**src/rtl/instr_fetch.sv**
```systemverilog
// Fetch stage: owns the PC, fetches over a req/ack handshake with timeout/retry,
// holds the instruction register for the decoder and resolves branches on exec_done.
module instr_fetch #(
    parameter int unsigned         PC_W         = 8,
    parameter logic [PC_W-1:0]     RESET_VECTOR = '0,
    parameter int unsigned         TIMEOUT      = 16
) (
    input  logic            clk,
    input  logic            reset_n,
    output logic            imem_req,
    output logic [PC_W-1:0] imem_addr,
    input  logic            imem_ack,
    input  logic [16:0]     imem_data,
    output logic [16:0]     instruction,
    output logic            instr_valid,
    input  logic            exec_done,
    input  logic [1:0]      BS,
    input  logic            PS,
    input  logic            zero,
    input  logic [PC_W-1:0] const_in,
    input  logic [PC_W-1:0] bus_a,
    output logic [PC_W-1:0] pc,
    output logic            fetch_error
);

    localparam int unsigned CNT_W = (TIMEOUT > 2) ? $clog2(TIMEOUT) : 1;
    localparam logic [CNT_W-1:0] CNT_LAST = CNT_W'(TIMEOUT - 1);

    typedef enum logic [1:0] {StIdle, StFetch, StRetry, StExec} state_e;

    state_e            state_q, state_d;
    logic [PC_W-1:0]   pc_q, pc_d;
    logic [16:0]       instr_q, instr_d;
    logic              valid_q, valid_d;
    logic              err_q, err_d;
    logic [CNT_W-1:0]  cnt_q, cnt_d;
    logic [PC_W-1:0]   next_pc;

    always_ff @(posedge clk) begin
        if (!reset_n) begin
            state_q <= StIdle;
            pc_q    <= RESET_VECTOR;
            instr_q <= 17'h00000;
            valid_q <= 1'b0;
            err_q   <= 1'b0;
            cnt_q   <= '0;
        end else begin
            state_q <= state_d;
            pc_q    <= pc_d;
            instr_q <= instr_d;
            valid_q <= valid_d;
            err_q   <= err_d;
            cnt_q   <= cnt_d;
        end
    end

    // BS=01 and BS=11 are both conditional relative branches.
    always_comb begin
        next_pc = pc_q + PC_W'(1);
        unique case (BS)
            2'b00: next_pc = pc_q + PC_W'(1);
            2'b10: next_pc = bus_a;
            default: begin
                if (zero ^ PS) next_pc = pc_q + const_in;
            end
        endcase
    end

    always_comb begin
        state_d  = state_q;
        pc_d     = pc_q;
        instr_d  = instr_q;
        valid_d  = valid_q;
        err_d    = err_q;
        cnt_d    = cnt_q;
        imem_req = 1'b0;
        unique case (state_q)
            StIdle: state_d = StFetch;
            StFetch: begin
                imem_req = 1'b1;
                // An ack in the expiry cycle still wins over the timeout.
                if (imem_ack) begin
                    instr_d = imem_data;
                    valid_d = 1'b1;
                    cnt_d   = '0;
                    state_d = StExec;
                end else if (cnt_q == CNT_LAST) begin
                    err_d   = 1'b1;
                    cnt_d   = '0;
                    state_d = StRetry;
                end else begin
                    cnt_d = cnt_q + CNT_W'(1);
                end
            end
            StRetry: begin
                cnt_d   = '0;
                state_d = StFetch;
            end
            StExec: begin
                if (exec_done) begin
                    pc_d    = next_pc;
                    valid_d = 1'b0;
                    state_d = StFetch;
                end
            end
            default: state_d = StIdle;
        endcase
    end

    assign imem_addr   = pc_q;
    assign pc          = pc_q;
    assign instruction = instr_q;
    assign instr_valid = valid_q;
    assign fetch_error = err_q;

endmodule

```
**config.mk**
```make
export PLATFORM = sky130hd
export DESIGN_NAME = instr_fetch
export DESIGN_NICKNAME = d
export VERILOG_FILES = /design/src/rtl/instr_fetch.sv
export SDC_FILE = /design/constraint.sdc
export NUM_CORES = 1
export LEC_CHECK = 0
export ABC_AREA = 1
export CORE_MARGIN = 1.5
export CORE_UTILIZATION = 45
export DETAILED_ROUTE_END_ITERATION = 7
export GPL_ROUTABILITY_DRIVEN = 0
export PLACE_DENSITY = 0.88
export SKIP_LAST_GASP = 1
export SYNTH_ARGS = -nofsm -noshare
export SYNTH_HDL_FRONTEND = slang
export SYNTH_SLANG_ARGS = --single-unit
```
**constraint.sdc**
```tcl
create_clock -name clk -period 2.7 [get_ports clk]
set_input_delay 0.54 -clock clk [delete_from_list [all_inputs] [get_ports clk]]
set_output_delay 0.54 -clock clk [all_outputs]
set_load 0.02 [all_outputs]
```
=== Word level (Yosys, flattened, before mapping) ===
Index checks and enable logic that the tools add are counted.

* Flip-flop bits (word level): 33
* Input port bits: 41
* Output and inout port bits: 36
* Logic and storage cells: 42

* $add $sub $neg: 3
* Equality and inequality tests: 8
* Multiplexer cells: 13
* Bitwise gates (word level): 2
* Reduce and logical (&&, ||, !) cells: 10

{| class="wikitable"
|+ Operators with widths
! kind !! count
|-
| 8-bit case mux with 2 select lines || 1
|-
| 8-bit by 1-bit adder with 8-bit output (second input constant) || 1
|-
| 8-bit adder || 1
|-
| 4-bit 2-to-1 mux || 2
|-
| 8-bit 2-to-1 mux || 1
|-
| 4-bit case mux with 2 select lines || 1
|-
| 2-bit equality test (second input constant) || 3
|-
| 2-bit 2-to-1 mux || 3
|-
| 2-bit case mux with 3 select lines || 1
|-
| 2-bit AND reduction || 3
|-
| 3-bit AND reduction || 2
|-
| 4-bit by 1-bit adder with 4-bit output (second input constant) || 1
|-
| 4-bit equality test (second input constant) || 1
|-
| 2-bit zero test || 2
|-
| 2-bit != test (second input constant) || 2
|-
| 2-bit nonzero test || 2
|-
| 1-bit 2-to-1 mux || 3
|-
| 3-bit != test (second input constant) || 1
|-
| 2-bit by 1-bit equality test with 1-bit output (second input constant) || 1
|-
| 1-bit case mux with 2 select lines || 1
|-
| 2-bit OR reduction || 1
|-
| 1-bit NOT || 1
|-
| 1-bit XOR || 1
|}

=== Depth between registers and ports, before layout ===
Gate-level depths: netlist (run 1).

* Word-level depth: 4
* Mapped depth: 11
* Gate-level depth less buffers: 11

=== Worst setup path before layout (run 1) ===
No wires, ideal clock.

* Kind: reg2reg
* From: register pc_q[0], in the netlist imem_addr[0]
* To: register pc_q[4], in the netlist imem_addr[4]
* Library setup time: 0.122 ns
* Data arrival time: 1.626 ns
* Required time: 2.578 ns
* Path slack: 0.952 ns
* Cell stages (with the launch flop): 12
* Path buffers: 0
* Period minus slack after synthesis: 1.748 ns
* Cells stage by stage: dfxtp_1 > ha_1 > inv_1 > fa_1 > inv_1 > nand3_1 > nand2_1 > nand2_1 > nand3_1 > nand2_1 > nand2_1 > a21oi_2

* Word-level cells in the longest chain between the ends: 3
* Elaborated cells between the ends (all ways): 4
* Classes of those cells: add/sub (2); mux (2)

{| class="wikitable"
|+ RTL lines
! element !! RTL line !! source
|-
| from (decl) || 32 || <nowiki>logic [PC_W-1:0] pc_q, pc_d;</nowiki>
|-
| from (signal assigned) || 49 || <nowiki>pc_q <= pc_d;</nowiki>
|-
| 8-bit by 1-bit adder with 8-bit output / 8-bit adder (equally long branches) || 59, 61, 64 ||
|-
| 8-bit 2-to-1 mux || 64 || <nowiki>if (zero ^ PS) next_pc = pc_q + const_in;</nowiki>
|-
| 8-bit case mux with 2 select lines * || 60 || <nowiki>unique case (BS)</nowiki>
|}

Every way passes the cells marked *; elsewhere a longest branch is shown, timed or not.
A chain may end at the register's enable or synchronous reset.

=== Worst setup path after layout (run 1) ===
* From: register state_q[0]
* To: output port imem_req

* Word-level cells in the longest chain between the ends: 2

{| class="wikitable"
|+ RTL lines
! element !! RTL line !! source
|-
| from (decl) || 31 || <nowiki>state_e state_q, state_d;</nowiki>
|-
| from (signal assigned) || 41 || <nowiki>state_q <= StIdle;</nowiki>
|-
| from (signal assigned) || 48 || <nowiki>state_q <= state_d;</nowiki>
|-
| 2-bit by 1-bit equality test with 1-bit output || 77 || <nowiki>unique case (state_q)</nowiki>
|-
| 1-bit 2-to-1 mux || 77 ||
|-
| to (decl) || 10 || <nowiki>output logic imem_req,</nowiki>
|}

Every way passes these cells.

==> results of run 1 <==
cell usage in the layout, fill, tap and decap left out, types with 2 or more instances in the layout:
| cell type | n |
|---|---|
| a211oi_1 | 2 |
| a21oi_1 | 16 |
| a21oi_2 | 2 |
| a31oi_1 | 2 |
| clkbuf_8 | 5 |
| clkdlybuf4s50_1 | 76 |
| clkinv_2 | 2 |
| dfxtp_1 | 33 |
| ha_1 | 12 |
| inv_1 | 45 |
| inv_2 | 2 |
| nand2_1 | 69 |
| nand2_2 | 3 |
| nand3_1 | 20 |
| nand3b_1 | 2 |
| nand4_1 | 3 |
| nor2_1 | 51 |
| nor2_2 | 3 |
| o211ai_1 | 2 |
| o21ai_0 | 28 |
| o21ai_1 | 2 |
| xnor2_1 | 2 |
| xor2_1 | 3 |
through the flow:
| step | setup slack [ns] | hold WS [ns] | instance area (um2) |
|---|---|---|---|
| after CTS | 0.5371 | 0.4879 | 2914 |
| after global placement | 0.4804 | 0.4540 | 2828 |
| after detailed placement | 0.4383 | 0.4675 | 2828 |
| final | 0.5449 | 0.4810 | 2914 |
| after floorplan | 0.9524 | 0.4714 | 2092 |
| after global routing | 0.4809 | 0.5043 | 2914 |
registers in the layout, indices dropped and copies added (netlist names):
| register | count |
|---|---|
| cnt_q | 4 |
| fetch_error | 1 |
| imem_addr | 8 |
| instr_valid | 1 |
| instruction | 17 |
| state_q | 2 |
per-layer routing:
layer	GRT usage, %	vias to the layer above	part of all wire [%]
li1	-	1153	-
met1	28.33	1055	44
met2	36.32	80	49
met3	2.564	11	4.6
met4	9.434	0	1.8
met5	0	-	0
power groups by stage:
| stage | clock network (uW) | registers, uW | logic, uW |
|---|---|---|---|
| 2_1_floorplan | 0 | 583 | 157 |
| 3_3_place_gp | 0 | 553 | 325 |
| 3_5_place_dp | 0 | 555 | 333 |
| 4_1_cts | 381 | 544 | 335 |
| 5_1_grt | 403 | 548 | 369 |
| 6_report | 373 | 544 | 334 |
logic make-up after synthesis:
| group | share of synthesized area, % |
|---|---|
| buffers and inverters | 13.10 |
| DFF | 31.58 |
| AOI/OAI and AO/OA | 14.35 |
| and+or+nand+nor | 30.74 |
| adders and majority gates | 8.134 |
| xor gates and xnor gates | 2.094 |
tightest hold or removal path, stage by stage, from the launching register on:
cell and delay (ns):
dfxtp_1 0.33, nor2_1 0.05, nor2_1 0.07
final timing paths:
check	to	slack, ns	startpoint	cells after the start
max	imem_req	0.54	state_q[0]	2
min	fetch_error	0.48	fetch_error	2
max reg2reg	imem_addr[4]	0.86	imem_addr[0]	10
min reg2reg	fetch_error	0.48	fetch_error	2
final cells by class:
| class | instances | area [um2] |
|---|---|---|
| tap | 52 | 65.06 |
| sequential | 33 | 660.6 |
| fill | 407 | 1500 |
| clock inverter | 3 | 17.52 |
| inverter | 47 | 176.4 |
| clock buffer | 5 | 68.82 |
| timing repair buffer | 77 | 768.2 |
| multi-input combinational | 227 | 1157 |
Yosys cell counts:
cell type  count  area (um2)
inv_1         45       168.9
a21oi_1       16       80.08
a211oi_1       2       15.01
nand2_1       69       259.0
and2_1         1       6.260
dfxtp_1       33       660.6
a2111oi_1      1       10.01
buf_2          3       15.01
nor3_1         1       5.000
buf_4          8       60.06
o211ai_1       2       15.01
nor2_2         3       18.77
o21ai_1        2       10.01
clkbuf_1       3       11.26
nand3_1       20       100.1
fa_1           1       20.02
xor2_1         3       26.28
a21oi_2        2       17.52
o21ai_0       28       140.1
nand2_2        3       18.77
ha_1          12       150.1
nor2_1        51       191.4
nand3b_1       2       15.01
nand4_1        3       18.77
a31oi_1        2       12.51
xnor2_1        2       17.52
inv_2          2       7.510
buf_6          1       11.26
nand3_2        1       10.01
==> results.sh, run 1 <==
export IMPL_status="completed"
export IMPL_grt_max_degree=19
export IMPL_cts_root_buf="clkbuf_8"
export IMPL_diodes=0
export IMPL_power_share_sequential_pct=43.5
export IMPL_switchingPower_uw=394.2
export IMPL_place_inst=436
export IMPL_p_leak_uw=0.001311
export IMPL_ys_seq_elements=33
export IMPL_critPathCaptureType="output pin"
export IMPL_vias=2299
export IMPL_yosys_warnings=0
export IMPL_powerDensity_mw_per_mm2=429.7
export IMPL_avgSynthCellArea_um2=6.497
export IMPL_finalPower_uw=1252
export IMPL_syn_to_final_growth_pct=39.29
export IMPL_hp_class="reg -> reg"
export IMPL_coreArea_mm2=0.004414
export IMPL_fin_worst_skew_ns=0.006385
export IMPL_setup_violations_final=0
export IMPL_rsz0062_at_grt="false"
export IMPL_io_buffers=76
export IMPL_p_sw_share_pct=31.48
export IMPL_die_y_um=71.18
export IMPL_syn_cell_area_mm2=0.002092
export IMPL_drcViolationCount=0
export IMPL_worstSetupPathType="reg -> out"
export IMPL_wirelength_mm=5.506
export IMPL_fin_crit_sh_pct=79.82
export IMPL_dieArea_mm2=0.005067
export IMPL_cts_buffer_depth=2
export IMPL_tritoncts="yes"
export IMPL_crit_buf_inv=1
export IMPL_cpMaxStageDelayCell="clkdlybuf4s50_1"
export IMPL_antenna_found_initial=0
export IMPL_crit_chain="ha_1 > clkdlybuf4s50_1"
export IMPL_cts_sinks=33
export IMPL_crit_family="buffers and inverters"
export IMPL_p_int_uw=858.0
export IMPL_crit_required_ns=2.16
export IMPL_ant_nets=0
export IMPL_vdd_drop_max_uv=217.2
export IMPL_yosysSeqAreaShare_pct=31.58
export IMPL_overflow=0
export IMPL_startpoint_type="register"
export IMPL_slowest_delay_ns=0.65
export IMPL_cts_buffers_inserted=5
export IMPL_p_comb_share_pct=26.7
export IMPL_cts_resized=0
export IMPL_arrival_ns=1.62
export IMPL_cap_violations=0
export IMPL_worst_pin_slew_ns=0.4760
export IMPL_fin_setup_tns_ns=0
export IMPL_cts_hold_buffers=0
export IMPL_grt_pass1_wl_mm=9.045
export IMPL_slew_headroom_pct=68.17
export IMPL_clk_latency_ns=0.29
export IMPL_cp_max_fo=6
export IMPL_die_w_um=71.18
export IMPL_start_util_pct=47.39
export IMPL_fin_nets=445
export IMPL_power_share_clock_pct=29.8
export IMPL_viasPerCell=5.178
export IMPL_synth_nets=376
export IMPL_wl_per_cell_um=12.40
export IMPL_maxSlewViolCount=0
export IMPL_dpl_hpwl_mm=4.224
export IMPL_finalHoldViolations=0
export IMPL_fmax_mhz=464.0
export IMPL_layout_drive_gt1_share_pct=5.102
export IMPL_drt_iter0_drc=186
export IMPL_synth_distinct_cells=29
export IMPL_track_usage_pct=21.79
export IMPL_io_pins=77
export IMPL_path_clk_slew_ns=0.07
export IMPL_grt_pass1_vias=2094
export IMPL_fin_util_pct=66.01
export IMPL_rows=24
export IMPL_h_tree_depth=2
export IMPL_post_cts_setup_buffer_count=0
export IMPL_synth_cells=322
export IMPL_period_minus_slack_ns=2.155
export IMPL_final_cells=444
export IMPL_drt_first_pass_iters=4
Note: power is estimated with default switching activity, not from simulation.
==> run 2, diff against run 1 <==
Clock period 2.7 ns to 2 ns, I/O delays scaled along.
==> run 2 against run 1 <==
Compared with the run above: count of clock-buffer cells in the layout unchanged; flip-flop and latch count unchanged; sequential share of layout area decreased by 0.58 points; cell area increased by 2.6%; die area unchanged; largest power group is now clock; setup slack got worse by 0.41 ns; utilization increased by 1.7 points; first-iteration DRC count decreased by 55%; hold slack about the same; non-clock buffer count increased by 4.
==> results.sh, run 2 (same netlist as run 1, synthesis figures left out) <==
export IMPL_power_share_sequential_pct=37.7
export IMPL_cts_buffers_inserted=5
export IMPL_grt_pass1_vias=2148
export IMPL_cts_buffer_depth=2
export IMPL_fmax_mhz=537.4
export IMPL_viasPerCell=5.138
export IMPL_postPlaceCellArea_mm2=0.002858
export IMPL_layout_setup_ws_ns=0.1391
export IMPL_cpMaxStageDelayCell="clkdlybuf4s50_1"
export IMPL_cts_hold_buffers=0
export IMPL_largest_register_ffs=17
export IMPL_diodes=0
export IMPL_rows=24
export IMPL_cts_root_buf="clkbuf_8"
export IMPL_p_int_uw=1417
export IMPL_layout_drive_gt1_share_pct=6.061
export IMPL_final_cells=448
export IMPL_fin_crit_sh_pct=93.04
export IMPL_whs_path_depth=2
export IMPL_path_clk_slew_ns=0.07
export IMPL_cts_sinks=33
export IMPL_power_share_clock_pct=38.7
export IMPL_worst_pin_slew_ns=0.3762
export IMPL_crit_family="buffers and inverters"
export IMPL_post_cts_setup_buffer_count=0
export IMPL_p_leak_uw=0.001357
export IMPL_cp_max_fo=8
export IMPL_final_cell_mix="clkdlybuf4s50_1, nand2_1, nor2_1, inv_1, dfxtp_1"
export IMPL_ant_nets=0
export IMPL_dpl_hpwl_mm=4.314
export IMPL_multi_input_area_mm2=0.001157
export IMPL_io_pins=77
export IMPL_grt_pass1_wl_mm=9.163
export IMPL_post_place_ws_ns=-0.1269
export IMPL_p_sw_share_pct=27.32
export IMPL_wl_per_cell_um=12.66
export IMPL_crit_chain="clkdlybuf4s50_1"
export IMPL_fin_worst_skew_ns=0.005888
export IMPL_slew_headroom_pct=74.89
export IMPL_seqCellArea_um2=660.6
export IMPL_tritoncts="yes"
export IMPL_clk_latency_ns=0.29
export IMPL_hp_class="reg -> reg"
export IMPL_h_tree_depth=2
export IMPL_antenna_found_initial=0
export IMPL_grt_max_degree=19
export IMPL_io_buffers=76
export IMPL_fin_nets=449
export IMPL_drt_first_pass_iters=4
export IMPL_status="completed"
export IMPL_layout_cells_most_common="clkdlybuf4s50_1"
export IMPL_fin_util_pct=67.74
export IMPL_wirelength_mm=5.670
export IMPL_r2r_cells=9
export IMPL_period_minus_slack_ns=1.861
export IMPL_design_area_mm2=0.002990
export IMPL_start_util_pct=47.39
export IMPL_place_inst=440
export IMPL_startpoint_type="register"
export IMPL_syn_to_final_growth_pct=42.94
export IMPL_cap_violations=0
export IMPL_p_comb_share_pct=23.6
export IMPL_critPathCaptureType="output pin"
export IMPL_overflow=0
export IMPL_coreArea_mm2=0.004414
export IMPL_worstSetupPathType="reg -> out"
export IMPL_finalHoldViolations=0
export IMPL_cts_resized=1
export IMPL_crit_required_ns=1.60
export IMPL_setup_violations_final=0
export IMPL_maxSlewViolCount=0
export IMPL_crit_cells=1
export IMPL_arrival_ns=1.46
export IMPL_switchingPower_uw=532.6
export IMPL_track_usage_pct=22.18
export IMPL_slowest_delay_ns=0.67
export IMPL_drcViolationCount=0
export IMPL_die_y_um=71.18
export IMPL_r2r_slack_ns=0.27
export IMPL_crit_buf_inv=1
export IMPL_vias=2302
export IMPL_rsz0062_at_grt="false"
export IMPL_hold_ws_ns=0.4815
export IMPL_vdd_drop_max_uv=482.4
export IMPL_fill_cells=388
export IMPL_die_w_um=71.18
export IMPL_drt_iter0_drc=84
export IMPL_powerDensity_mw_per_mm2=652.0
export IMPL_dieArea_mm2=0.005067
[run 2: cell count changes in the layout (fill, tap and decap cells not counted)]
cell             change
clkinv_2             -1
bufinv_16            +2
buf_4                +4
clkdlybuf4s50_1      -1
clkinvlp_4           -1
dlygate4sd2_1        +1
[run 2: path summary, 6_finish.rpt]
path	startpoint	to
setup / recovery	imem_addr[2]	imem_addr[2]
hold / removal	instruction[12]	instruction[12]
setup reg to reg	imem_addr[1]	imem_addr[4]
hold reg to reg	instruction[12]	instruction[12]
[run 2: tightest hold or removal path: stages, from the launching register on]
cell,delay [ns]
dfxtp_1,0.32
nor2_1,0.04
nor2_1,0.08
[run 2: through the flow]
stage          power (uW)   TNS, ns
2_1_floorplan       998.2         0
3_3_place_gp         1192  -0.07460
3_5_place_dp         1207   -0.1699
4_1_cts              1952         0
5_1_grt              2039         0
6_report             1950         0
[run 2: area by class of cell]
cell class | count | area share, %
Timing Repair Buffer | 81 | 26.65
Multi-Input combinational cell | 227 | 38.70
Clock inverter | 3 | 2.176
Clock buffer | 5 | 2.301
Tap cell | 52 | 2.176
Inverter | 47 | 5.900
Sequential cell | 33 | 22.09
[run 2: power by group through the flow]
| stage | Combinational (uW) | Clock, uW | Sequential (uW) |
|---|---|---|---|
| 6_report | 460 | 755 | 735 |
| 5_1_grt | 506 | 793 | 740 |
| 4_1_cts | 459 | 758 | 735 |
| 3_5_place_dp | 457 | 0 | 750 |
| 3_3_place_gp | 445 | 0 | 746 |
| 2_1_floorplan | 212 | 0 | 786 |
[run 2: per-layer routing]
layer,vias up,routed length (um),track usage [%]
li1,1162,-,-
met1,1025,2405,27.38
met2,96,2729,37.76
met3,19,376,3.989
met4,0,157,9.434
met5,-,0,0
==> run 3, diff against run 2 <==
Settings changed: PLACE_DENSITY 0.88 to 0.84.
Clock period 2 ns to 1.8 ns, I/O delays scaled along.
==> run 3 against run 2 <==
Compared with the run above: hold slack is essentially flat; wire length shrank 3.2%; first-iteration DRC count grew 42%; final cell count grew 2.7%; count of clock-buffer cells in the layout grew 2; utilization grew 2.4 points; sequential share of layout area shrank 0.75 points.
==> results.sh, run 3 (same netlist as run 1, synthesis figures left out) <==
export IMPL_vdd_drop_max_uv=433.2
export IMPL_fmax_mhz=564.9
export IMPL_layout_setup_ws_ns=0.02983
export IMPL_die_w_um=71.18
export IMPL_track_usage_pct=21.78
export IMPL_worst_pin_slew_ns=0.3571
export IMPL_wl_per_cell_um=11.93
export IMPL_antenna_found_initial=0
export IMPL_reg2reg_from="imem_addr[0]"
export IMPL_cap_violations=0
export IMPL_cts_hold_buffers=0
export IMPL_grt_max_degree=20
export IMPL_endpoint="pc[0]"
export IMPL_overflow=0
export IMPL_drcViolationCount=0
export IMPL_fin_crit_sh_pct=98.34
export IMPL_drt_first_pass_iters=4
export IMPL_maxSlewViolCount=0
export IMPL_dpl_hpwl_mm=4.126
export IMPL_finalHoldViolations=0
export IMPL_h_tree_depth=2
export IMPL_cpMaxStageDelayCell="clkdlybuf4s50_1"
export IMPL_arrival_ns=1.41
export IMPL_ant_nets=0
export IMPL_hp_class="reg -> reg"
export IMPL_grt_pass1_wl_mm=8.935
export IMPL_slowest_delay_ns=0.60
export IMPL_reg2reg_to="imem_addr[4]"
export IMPL_io_buffers=76
export IMPL_final_cell_mix="nand2_1, clkdlybuf4s50_1, nor2_1, inv_1, dfxtp_1"
export IMPL_cts_buffer_depth=2
export IMPL_fin_nets=461
export IMPL_whs_path_depth=2
export IMPL_setup_violations_final=0
export IMPL_rows=24
export IMPL_layout_drive_gt1_share_pct=9.804
export IMPL_cts_root_buf="clkbuf_8"
export IMPL_start_util_pct=47.39
export IMPL_cp_max_fo=7
export IMPL_drt_iter0_drc=119
export IMPL_vias=2294
export IMPL_status="completed"
export IMPL_largest_register_ffs=17
export IMPL_fin_util_pct=70.12
export IMPL_dieArea_mm2=0.005067
export IMPL_design_area_mm2=0.003095
export IMPL_critPathCaptureType="output pin"
export IMPL_crit_chain="buf_4 > clkdlybuf4s50_1"
export IMPL_clk_latency_ns=0.29
export IMPL_powerDensity_mw_per_mm2=669.9
export IMPL_crit_required_ns=1.44
export IMPL_cts_buffers_inserted=5
export IMPL_syn_to_final_growth_pct=47.97
export IMPL_period_minus_slack_ns=1.770
export IMPL_fin_worst_skew_ns=0.01399
export IMPL_r2r_cells=10
export IMPL_wirelength_mm=5.489
export IMPL_layout_cells_most_common="nand2_1"
export IMPL_post_place_ws_ns=-0.2987
export IMPL_startpoint_type="register"
export IMPL_hold_ws_ns=0.4816
export IMPL_r2r_slack_ns=0.15
export IMPL_rsz0062_at_grt="false"
export IMPL_postPlaceCellArea_mm2=0.002933
export IMPL_die_y_um=71.18
export IMPL_path_clk_slew_ns=0.08
export IMPL_fill_cells=371
export IMPL_p_leak_uw=0.001559
export IMPL_worstSetupStartpoint="imem_addr[0]"
export IMPL_grt_pass1_vias=2011
export IMPL_tritoncts="yes"
export IMPL_diodes=0
export IMPL_viasPerCell=4.987
export IMPL_slew_headroom_pct=76.17
export IMPL_coreArea_mm2=0.004414
export IMPL_cts_sinks=33
export IMPL_io_pins=77
export IMPL_worstSetupPathType="reg -> out"
[run 3: power breakdown]
group | total [uW] | internal [uW] | switching (uW)
Clock | 726 | 451 | 274
Combinational | 533 | 264 | 269
Sequential | 815 | 780 | 35.0
Total | 2070 | 1500 | 579
[run 3: final cells by class]
cell class | instances | area (um2) | area share [%]
multi-input combinational | 227 | 1167 | 37.71
timing repair buffer | 93 | 909.6 | 29.39
sequential | 33 | 660.6 | 21.34
inverter | 47 | 176.4 | 5.699
clock buffer | 7 | 86.33 | 2.789
tap | 52 | 65.06 | 2.102
clock inverter | 1 | 30.03 | 0.9701
[run 3: worst min-delay path by stage]
stage	from	to	slack, ns
after floorplan	state_q[1]	state_q[1]	0.47
after global placement	fetch_error	fetch_error	0.45
after detailed placement	instruction[15]	instruction[15]	0.47
after CTS	instruction[15]	instruction[15]	0.49
after global routing	instruction[2]	instruction[2]	0.51
final	instruction[15]	instruction[15]	0.48
[run 3: worst max-delay path: cells and delay by family, from the launching register on]
family,cells,cell delay [ns]
DFF,1,0.36
buffers and inverters,2,0.76
[run 3: per-stage QoR]
stage | setup TNS [ns] | total power (uW) | instances
finish | 0 | 2074 | 460
global route | 0 | 2174 | 460
global placement | -0.5347 | 1347 | 450
floorplan | 0 | 1109 | 322
detailed placement | -0.7783 | 1359 | 450
CTS | 0 | 2079 | 458
[run 3: per-layer routing]
metal,global-route usage (%),wire length (um)
met1,28.57,2535
met2,35.70,2593
met3,4.274,276
met4,7.547,83
met5,0,0
[run 3: timing repair]
| action | 4_1_cts | 5_1_grt |
|---|---|---|
| resized for setup | 2 | 13 |
| endpoints found under the setup margin | 2 | 11 |
| buffers inserted | 0 | 2 |
| pin swaps | 0 | 6 |
==> variant, RTL diff (settings of run 2) <==
Set the parameter `TIMEOUT` to 32 (it was 16).
--- a/src/rtl/instr_fetch.sv
+++ b/src/rtl/instr_fetch.sv
@@ -4,5 +4,5 @@
     parameter int unsigned         PC_W         = 8,
     parameter logic [PC_W-1:0]     RESET_VECTOR = '0,
-    parameter int unsigned         TIMEOUT      = 16
+    parameter int unsigned         TIMEOUT      = 32
 ) (
     input  logic            clk,
Check against the original RTL: no difference found for any inputs over 10 cycles, from zero or initial values and one cycle with reset_n low; that may be too few to reach the edited logic, so the function may still have changed.
==> variant against run 2 <==
The flow now finishes with violations (DRC). Via count fell by 2.5%. Routed wire length fell by 5.5%. Sequential power grew 2%. Clock power decreased by 30%. Sequential cell count increased by 1. Design area rose by 0.17%. Worst setup slack worse by 2.1 ps. Total power down 12%. Clock skew about the same. Synthesized area up 1.8%. Critical endpoint is now imem_addr[4]. Highest routed layer unchanged.
==> variant: results (changes against run 2) <==
* Status: finished, violations left (was complete, no violations)
* Failing checks: DRC
* Met2 usage at 36.42% (was 37.76%)
* Syn Nets at 377 (was 376)
* Crit path largest cell delay at 670 ps (about the same)
* Dominant synthesized flop cell: dfxtp_1 (unchanged)
* DP HPWL at 4164 um (was 4314 um)
* Hold crit path type: flip-flop to flip-flop (unchanged)
* DRT iter0 DRCs at 136 (was 84)
* Vias per inst at 4.998 (was 5.138)
* Port-buffer cells at 76 (unchanged)
* FF-to-FF Start: imem_addr[0] (was imem_addr[1])
* Initial antenna violation count at 0 (unchanged)
* R2r setup slk at 390 ps (was 270 ps)
* Vias in the first global route at 2064 (was 2148)
* Seq/Total Area, Yosys at 31.96% (was 31.58%)
* Pin count of the biggest net entering global routing at 30 (was 19)
* Post-synth EDFFs at 0 (unchanged)
* P_int at 0.001214 W (was 0.001417 W)
* Clock Pin Slew Worst Setup and Hold Paths at 70 ps (about the same)
* M1 GR Usage at 27.45% (was 27.38%)
* Leakage power at 1.372 nW (was 1.357 nW)
* Syn. warnings at 0 (unchanged)
* Critical Path Source: imem_addr[4] (was imem_addr[2])
* H-Tree Depth at 2 (unchanged)
* Fin crit share at 93.15% (was 93.04%)
* WP data arrival at 1460 ps (about the same)
* Worst path top cell family by delay: buffers and inverters (unchanged)
* Main area contributors after synthesis: dfxtp_1 (32%), nand2_1 (12%), nor2_1 (8.8%) (was dfxtp_1 (32%), nand2_1 (12%), nor2_1 (9.2%))
* Synth cell count leaders: nand2_1 (69), nor2_1 (50), inv_1 (42) (was nand2_1 (69), nor2_1 (51), inv_1 (45))
* Worst setup path endpoint: imem_addr[4] (was imem_addr[2])
* Highest net fanout along the worst path at 6 (was 8)
* Met1 wire length at 2336 um (was 2405 um)
* Setup Skew at 5.523 ps (was 5.888 ps)
* Maximum VDD drop at 433.8 uV (was 482.4 uV)
* Total Routing Usage GR at 21.44% (was 22.18%)
* Routed wl met3 at 265 um (was 376 um)
* Routed wl met2 at 2657 um (was 2729 um)
* FF-to-FF path depth at 10 (was 9)
* First drt pass iteration count at 6 (was 4)
* ANT cells at 0 (unchanged)
* Fill cell count at 383 (was 388)
* DRC Markers at 2 (was 0)
* Clock Tree Root: clkbuf_8 (unchanged)
* Top layer in use: met4 (unchanged)
* Placed cell area at 2898 um2 (was 2858 um2)
* GR Util met3 at 3.797% (was 3.989%)
* Slew headroom at 78.19% (was 74.89%)
* Layout cell share with drive strength beyond 1 at 6.297% (was 6.061%)
* Post-place setup slack at -94.04 ps (was -126.9 ps)
* Nets at 451 (was 449)
* Capture point of the worst reg-to-reg path: imem_addr[6] (was imem_addr[4])
* First-pass GRT wire length at 8949 um (was 9163 um)
* Post-Route WL at 5360 um (was 5670 um)
* Post-synth cell types at 29 (unchanged)
* Post-CTS setup buffers at 0 (unchanged)
-- variant: cell count changes in the layout (fill, tap and decap cells not counted), moves of 2 or more --
cell       delta
o21ai_0       +5
inv_1         -3
a21oi_1       +2
bufinv_16     -2
nand3b_1      -2
o21ai_1       -2
xor2_1        -2
-- variant: repair_timing --
item	4_1_cts	5_1_grt
hold buffers	0	0
gates resized for setup	0	1
endpoints found under the setup margin	0	1
-- variant: worst min-delay path by stage --
| stage | start | end | slack (ps) | cells past startpoint |
|---|---|---|---|---|
| 6_report | fetch_error | fetch_error | 470 | 1 |
| 4_1_cts | fetch_error | fetch_error | 480 | 1 |
| 3_5_place_dp | fetch_error | fetch_error | 460 | 1 |
| 5_1_grt | fetch_error | fetch_error | 510 | 1 |
| 3_3_place_gp | fetch_error | fetch_error | 450 | 1 |
| 2_1_floorplan | cnt_q[4] | cnt_q[4] | 450 | 2 |
-- variant: cell type report --
type	count	share of cell area (%)
sequential	34	22.72
multi-input combinational	229	39.43
timing repair buffer	82	26.98
inverter	44	5.514
tap	52	2.172
clock inverter	2	0.4177
clock buffer	6	2.757
-- variant: power groups by stage --
stage          logic [W]  clock network [W]  registers (W)
2_1_floorplan   0.000207                  0       0.000802
3_3_place_gp    0.000440                  0       0.000761
3_5_place_dp    0.000448                  0       0.000763
4_1_cts         0.000451           0.000542       0.000747
5_1_grt         0.000497           0.000573       0.000752
6_report        0.000450           0.000525       0.000747
-- variant: cell families after synthesis --
logic type,synth area share [%]
compound gates,14.75
xor+xnor,2.409
fa+ha+maj,8.578
buf+inv,12.57
flops,31.96
simple gates,29.73
-- variant: stage by stage --
stage,util (%),cells
2_1_floorplan,-,322
3_3_place_gp,65.20,441
3_5_place_dp,65.20,441
4_1_cts,67.34,449
5_1_grt,67.40,449
6_report,67.40,449
